### src/rtl/addmach_pkg.sv
// Shared definitions for the adding machine memory arbiter: state encodings,
// default bus widths and requester port indices.
package addmach_pkg;

    localparam int ADR_W_DEF  = 6;
    localparam int DATA_W_DEF = 8;

    localparam logic PORT0 = 1'b0;
    localparam logic PORT1 = 1'b1;

    typedef enum logic [1:0] {
        ARB_IDLE   = 2'b00,
        ARB_ACCESS = 2'b01,
        ARB_RESP   = 2'b10
    } arb_state_e;

endpackage

### src/rtl/mem_arbiter_if.sv
// Memory-side bus of the arbiter: strobes, address and data toward the 64x8
// memory, with the ready-style acknowledge coming back.
interface mem_arbiter_if #(
    parameter int ADR_W  = 6,
    parameter int DATA_W = 8
);
    logic              mem_rd;
    logic              mem_wr;
    logic [ADR_W-1:0]  mem_adr;
    logic [DATA_W-1:0] mem_wdata;
    logic [DATA_W-1:0] mem_rdata;
    logic              mem_ack;

    modport master (
        output mem_rd, mem_wr, mem_adr, mem_wdata,
        input  mem_rdata, mem_ack
    );

    modport slave (
        input  mem_rd, mem_wr, mem_adr, mem_wdata,
        output mem_rdata, mem_ack
    );
endinterface

### src/rtl/mem_arbiter_arb_select.sv
// Combinational winner selection between the two requesters.
// MEM_ARB_ROUND_ROBIN_EN: alternate on contention instead of port-0 priority.
module arb_select
    import addmach_pkg::*;
(
    input  logic req0,
    input  logic req1,
`ifdef MEM_ARB_ROUND_ROBIN_EN
    input  logic last_owner,
`endif
    output logic any_req,
    output logic winner
);

    always_comb begin
        any_req = req0 | req1;
        winner  = PORT0;
`ifdef MEM_ARB_ROUND_ROBIN_EN
        if (req0 && req1) begin
            winner = (last_owner == PORT0) ? PORT1 : PORT0;
        end else if (req1) begin
            winner = PORT1;
        end
`else
        if (!req0 && req1) begin
            winner = PORT1;
        end
`endif
    end

endmodule

### src/rtl/mem_arbiter.sv
// Two-port arbiter for the adding machine's single memory, with ack timeout.
// MEM_ARB_ROUND_ROBIN_EN selects round-robin contention handling.
module mem_arbiter
    import addmach_pkg::*;
#(
    parameter int ADR_W   = ADR_W_DEF,
    parameter int DATA_W  = DATA_W_DEF,
    parameter int TIMEOUT = 15
) (
    input  logic              clk,
    input  logic              reset,
    input  logic              req0,
    input  logic              we0,
    input  logic [ADR_W-1:0]  adr0,
    input  logic [DATA_W-1:0] wdata0,
    output logic              gnt0,
    output logic              done0,
    input  logic              req1,
    input  logic              we1,
    input  logic [ADR_W-1:0]  adr1,
    input  logic [DATA_W-1:0] wdata1,
    output logic              gnt1,
    output logic              done1,
    output logic [DATA_W-1:0] rdata,
    output logic              err,
    mem_arbiter_if.master     mem
);

    localparam int CNT_W = (TIMEOUT < 2) ? 1 : $clog2(TIMEOUT + 1);

    arb_state_e        state_q, state_d;
    logic              owner_q, owner_d;
    logic [CNT_W-1:0]  cnt_q, cnt_d;
    logic              gnt0_q, gnt0_d, gnt1_q, gnt1_d;
    logic              done0_q, done0_d, done1_q, done1_d;
    logic [DATA_W-1:0] rdata_q, rdata_d;
    logic              err_q, err_d;
    logic              mem_rd_q, mem_rd_d, mem_wr_q, mem_wr_d;
    logic [ADR_W-1:0]  mem_adr_q, mem_adr_d;
    logic [DATA_W-1:0] mem_wdata_q, mem_wdata_d;
    logic              any_req, winner, finish;
`ifdef MEM_ARB_ROUND_ROBIN_EN
    logic              last_owner_q, last_owner_d;
`endif

    arb_select u_sel (
        .req0       (req0),
        .req1       (req1),
`ifdef MEM_ARB_ROUND_ROBIN_EN
        .last_owner (last_owner_q),
`endif
        .any_req    (any_req),
        .winner     (winner)
    );

    always_comb begin
        state_d     = state_q;
        owner_d     = owner_q;
        cnt_d       = cnt_q;
        gnt0_d      = 1'b0;
        gnt1_d      = 1'b0;
        done0_d     = 1'b0;
        done1_d     = 1'b0;
        rdata_d     = rdata_q;
        err_d       = err_q;
        mem_rd_d    = mem_rd_q;
        mem_wr_d    = mem_wr_q;
        mem_adr_d   = mem_adr_q;
        mem_wdata_d = mem_wdata_q;
        finish      = 1'b0;
`ifdef MEM_ARB_ROUND_ROBIN_EN
        last_owner_d = last_owner_q;
`endif
        unique case (state_q)
            ARB_IDLE: begin
                if (any_req) begin
                    state_d     = ARB_ACCESS;
                    owner_d     = winner;
                    gnt0_d      = (winner == PORT0);
                    gnt1_d      = (winner == PORT1);
                    err_d       = 1'b0;
                    cnt_d       = '0;
                    mem_wr_d    = (winner == PORT1) ? we1 : we0;
                    mem_rd_d    = (winner == PORT1) ? !we1 : !we0;
                    mem_adr_d   = (winner == PORT1) ? adr1 : adr0;
                    mem_wdata_d = (winner == PORT1) ? wdata1 : wdata0;
`ifdef MEM_ARB_ROUND_ROBIN_EN
                    last_owner_d = winner;
`endif
                end
            end
            ARB_ACCESS: begin
                if (mem.mem_ack) begin
                    rdata_d = mem_wr_q ? '0 : mem.mem_rdata;
                    err_d   = 1'b0;
                    finish  = 1'b1;
                end else begin
                    cnt_d = cnt_q + CNT_W'(1);
                    // cnt_q counts completed unacknowledged cycles, so the
                    // abort lands after exactly TIMEOUT strobe cycles.
                    if (TIMEOUT != 0 && cnt_q == CNT_W'(TIMEOUT - 1)) begin
                        rdata_d = '0;
                        err_d   = 1'b1;
                        finish  = 1'b1;
                    end
                end
                if (finish) begin
                    state_d  = ARB_RESP;
                    done0_d  = (owner_q == PORT0);
                    done1_d  = (owner_q == PORT1);
                    mem_rd_d = 1'b0;
                    mem_wr_d = 1'b0;
                    cnt_d    = '0;
                end
            end
            ARB_RESP: begin
                state_d = ARB_IDLE;
            end
            default: begin
                state_d = ARB_IDLE;
            end
        endcase
    end

    always_ff @(posedge clk or negedge reset) begin
        if (!reset) begin
            state_q     <= ARB_IDLE;
            owner_q     <= PORT0;
            cnt_q       <= '0;
            gnt0_q      <= 1'b0;
            gnt1_q      <= 1'b0;
            done0_q     <= 1'b0;
            done1_q     <= 1'b0;
            rdata_q     <= '0;
            err_q       <= 1'b0;
            mem_rd_q    <= 1'b0;
            mem_wr_q    <= 1'b0;
            mem_adr_q   <= '0;
            mem_wdata_q <= '0;
`ifdef MEM_ARB_ROUND_ROBIN_EN
            last_owner_q <= PORT1;
`endif
        end else begin
            state_q     <= state_d;
            owner_q     <= owner_d;
            cnt_q       <= cnt_d;
            gnt0_q      <= gnt0_d;
            gnt1_q      <= gnt1_d;
            done0_q     <= done0_d;
            done1_q     <= done1_d;
            rdata_q     <= rdata_d;
            err_q       <= err_d;
            mem_rd_q    <= mem_rd_d;
            mem_wr_q    <= mem_wr_d;
            mem_adr_q   <= mem_adr_d;
            mem_wdata_q <= mem_wdata_d;
`ifdef MEM_ARB_ROUND_ROBIN_EN
            last_owner_q <= last_owner_d;
`endif
        end
    end

    assign gnt0          = gnt0_q;
    assign gnt1          = gnt1_q;
    assign done0         = done0_q;
    assign done1         = done1_q;
    assign rdata         = rdata_q;
    assign err           = err_q;
    assign mem.mem_rd    = mem_rd_q;
    assign mem.mem_wr    = mem_wr_q;
    assign mem.mem_adr   = mem_adr_q;
    assign mem.mem_wdata = mem_wdata_q;

endmodule

### src/flat_wrapper.sv
// flat-port wrapper written by rule: the top's interface ports become plain ports
module mem_arbiter_flat import addmach_pkg::*;
#(
    parameter int ADR_W   = ADR_W_DEF,
    parameter int DATA_W  = DATA_W_DEF,
    parameter int TIMEOUT = 15
)
  (clk, reset, req0, we0, adr0, wdata0, gnt0, done0, req1, we1, adr1, wdata1, gnt1, done1, rdata, err, mem_mem_rd, mem_mem_wr, mem_mem_adr, mem_mem_wdata, mem_mem_rdata, mem_mem_ack);
  mem_arbiter_if #(.ADR_W(ADR_W), .DATA_W(DATA_W)) mem_i ();
  input  logic clk;
  input  logic reset;
  input  logic req0;
  input  logic we0;
  input  logic [ADR_W-1:0] adr0;
  input  logic [DATA_W-1:0] wdata0;
  output logic gnt0;
  output logic done0;
  input  logic req1;
  input  logic we1;
  input  logic [ADR_W-1:0] adr1;
  input  logic [DATA_W-1:0] wdata1;
  output logic gnt1;
  output logic done1;
  output logic [DATA_W-1:0] rdata;
  output logic err;
  output wire logic [$bits(mem_i.mem_rd)-1:0] mem_mem_rd;
  output wire logic [$bits(mem_i.mem_wr)-1:0] mem_mem_wr;
  output wire logic [$bits(mem_i.mem_adr)-1:0] mem_mem_adr;
  output wire logic [$bits(mem_i.mem_wdata)-1:0] mem_mem_wdata;
  input wire logic [$bits(mem_i.mem_rdata)-1:0] mem_mem_rdata;
  input wire logic [$bits(mem_i.mem_ack)-1:0] mem_mem_ack;
  assign mem_mem_rd = mem_i.mem_rd;
  assign mem_mem_wr = mem_i.mem_wr;
  assign mem_mem_adr = mem_i.mem_adr;
  assign mem_mem_wdata = mem_i.mem_wdata;
  assign mem_i.mem_rdata = mem_mem_rdata;
  assign mem_i.mem_ack = mem_mem_ack;
  mem_arbiter #(.ADR_W(ADR_W), .DATA_W(DATA_W), .TIMEOUT(TIMEOUT)) u_core (.clk(clk), .reset(reset), .req0(req0), .we0(we0), .adr0(adr0), .wdata0(wdata0), .gnt0(gnt0), .done0(done0), .req1(req1), .we1(we1), .adr1(adr1), .wdata1(wdata1), .gnt1(gnt1), .done1(done1), .rdata(rdata), .err(err), .mem(mem_i));
endmodule
### config.mk
export PLATFORM = sky130hd
export DESIGN_NAME = mem_arbiter_flat
export DESIGN_NICKNAME = d
export VERILOG_FILES = /design/src/rtl/addmach_pkg.sv /design/src/rtl/mem_arbiter_if.sv /design/src/rtl/mem_arbiter_arb_select.sv /design/src/rtl/mem_arbiter.sv /design/src/flat_wrapper.sv
export SDC_FILE = /design/constraint.sdc
export NUM_CORES = 1
export LEC_CHECK = 0
export BUFFER_PORTS_ARGS = -buffer_cell sky130_fd_sc_hd__buf_4
export CAP_MARGIN = 0
export CORE_AREA = 2 2 87 72
export CTS_CLUSTER_SIZE = 16
export DETAILED_ROUTE_END_ITERATION = 10
export DIE_AREA = 0 0 89 74
export HOLD_SLACK_MARGIN = 0.1
export PLACE_DENSITY = 0.51
export SETUP_SLACK_MARGIN = 0.4
export SYNTH_ARGS = -nofsm -noshare
export SYNTH_HDL_FRONTEND = slang
export SYNTH_SLANG_ARGS = --single-unit
### constraint.sdc
create_clock -name clk -period 3 [get_ports clk]
set_clock_uncertainty 0.1 [all_clocks]
set_input_delay 0.45 -clock clk [delete_from_list [all_inputs] [get_ports clk]]
set_output_delay 0.45 -clock clk [all_outputs]
set_load 0.03 [all_outputs]
==> metrics <==
DRC 0; Synth Instances around 120; vias roughly 1200; die width around 90 µm; drt pass-1 iters 4; crit end category flip-flop; CP max stage delay around 0.44 ns; largest net degree at the start of global routing 37; Post-synth EDFFs 0; setup repair bufs after CTS 0; first-pass GRT wire length 5.95 mm; worst slew pin tran 0.504 ns; 1st-iter DRT viols 50; Synth Flop Type dfrtp_1; setup tns final 0 ns; total die area approximately 6600 µm²; critical path fanouts, max 11; Ant. Diodes 0; Layout area overhead 41.4%; min Tclk post-route 1.96 ns; I/O Buffers approximately 70; WHS Path Cells 2; CTS buffer count 5; final core occ between 40 and 50%; CTS clk-pin slew, worst paths roughly 0.080 ns; Distinct cells, synth 32; core region area around 5800 µm²; DP Wirelength roughly 3.0 mm; worst r2r dst u_core.done1; most numerous cell in the Yosys netlist dfrtp_1; hold path endpoint u_core.err; CP dominant cell by count inv_1; crit path cell chain inv_1 -> ha_1 -> a31oi_1 -> nand2b_1 -> inv_1 -> and2_1; Mapped Nets about 170; CTS H-tree depth 2; worst r2r src u_core.cnt_q[0]; TritonCTS clock tree built; Crit-path slowest cell nand2b_1; top-area cell type share of the netlist area 54.1%; max-cap viol count 0; Total Routing Usage GR 12.0%; pwr/cell area 978 nW/µm²; sequential cell area fraction in the yosys report 54.1%; Rel. slew slack 66.3%; Final setup viols 0; YS warnings 0; FMAX 0.510 GHz; R2R depth 6; Post-synth ARST share 100%; Hold Path Origin mem_mem_ack; Max IR drop VDD a little under 300 µV; vias per cell approximately 4.5; Setup CP Type reg2reg; cell area after synthesis 1670 µm²; total congestion overflow 0; die height 74 µm; Final Hold Viols 0; Tcrit/Tclk final between 60% and 70%; # hold bufs at CTS 1; number of global-route vias before repair about 1200; max-slew violation count 0; Synth Area per Inst 13.8 µm²; CTS root buf clkbuf_8; r2r setup slk approximately 1.0 ns; Leak 1.15 nW; worst hold path type in2reg; WL per Instance 14.3 µm; CTS sink count 36; antenna violations before repair 0; worst-case clock buffer depth 2; outcome completed; CP required 3.09 ns; share of cells above drive strength 1 between 50 and 60%; Post-synth top cells dfrtp_1 (36), mux2_4 (15), mux2_2 (13), a22o_1 (8), o21ai_0 (7); row count 25; unrepaired setup endpoints after global routing false; register bit total from synthesis 36; Initial Util approximately 29%; crit path launch type flip-flop; Critical Path AT between 2 and 2.5 ns; Final ANT Viol Nets 0; Area contributors post-synth dfrtp_1 (54%), mux2_4 (14%), mux2_2 (8.8%), a22o_1 (4.2%), o21ai_0 (2.1%); I/O pins 72; worst skew pair latency between 0.2 and 0.3 ns; Post-Route WL 3.97 mm; Yosys top cell by area dfrtp_1; RePlAce Congestion 0.802; post-cts sizing count 0; # nets final 241
-- metrics by stage --
stage                     cell area [µm²]  cells  hold slack, ns  power [mW]  worst slack (ns)
after CTS                            2360    278           0.253        2.34              1.01
after global routing                 2360    278           0.255        2.44             0.862
after floorplan                      1670    121          0.0544        1.57              1.38
after detailed placement             2260    269           0.342        1.99             0.904
after global placement               2260    269           0.329        1.96             0.969
final                                2360    278           0.266        2.30              1.04
-- logic make-up after synthesis --
kind of cell	synth area share (%)
AO/OA/AOI/OAI	9.76
buffers and inverters	4.73
adder cells (fa/ha/maj)	1.50
multiplexers	23.6
AND/OR/NAND/NOR	6.38
flip-flops	54.1
-- layer usage --
metal | wire, µm | track usage, %
met4 | 99 | 7.13
met2 | 2000 | 19.6
met1 | 1620 | 14.4
met5 | 0 | 0
met3 | 244 | 3.11
-- worst max-delay path by stage --
stage | startpoint | slack (ns) | cells past startpoint | endpoint
floorplan | req1 | 1.38 | 5 | u_core.mem.mem_adr[1]
finish | u_core.cnt_q[0] | 1.04 | 6 | u_core.done1
global placement | req0 | 0.97 | 5 | u_core.mem.mem_wdata[0]
detailed placement | req0 | 0.90 | 5 | u_core.mem.mem_adr[4]
CTS | u_core.state_q[1] | 1.01 | 4 | u_core.mem.mem_adr[1]
global route | u_core.state_q[1] | 0.86 | 4 | u_core.mem.mem_adr[1]
-- worst max-delay path: cells and delay by family, from the launching register on --
family / cells / cell delay (ns)
buffers and inverters: 2 / 0.16
flip-flops: 1 / 0.40
adder cells (fa/ha/maj): 1 / 0.19
AND/OR/NAND/NOR: 2 / 0.61
AO/OA/AOI/OAI: 1 / 0.39
-- cell type report --
type	count	area, µm²
Fill cell	571	3400
Sequential cell	36	901
Multi-Input combinational cell	74	689
Timing Repair Buffer	74	558
Tap cell	81	101
Clock buffer	5	68.8
Clock inverter	3	18.8
Inverter	5	18.8
-- layout by cell type (no fill, tap or decap), types with 2 or more instances in the layout --
cell type	count
nand3_1	2
mux2_2	13
dfrtp_1	36
clkbuf_8	5
clkinv_2	2
buf_4	73
nor2_1	3
nand4_1	2
o21ai_0	7
a22o_1	8
ha_1	2
and2_1	3
nand2b_1	3
inv_1	5
mux2_4	15
-- report_power, final --
group	total [mW]	leakage (nW)	switching [mW]	internal, mW
clock network	0.342	0.0479	0.181	0.162
logic	1.15	0.658	0.632	0.514
registers	0.817	0.449	0.127	0.689
-- state kept, by name, summed over array words and instances, names as in the netlist, 2 cells and up --
register	flops
u_core.cnt_q	4
u_core.mem.mem_adr	6
u_core.rdata	8
u_core.state_q	2
u_core.mem.mem_wdata	8
Power figures use the tool's default switching activity.
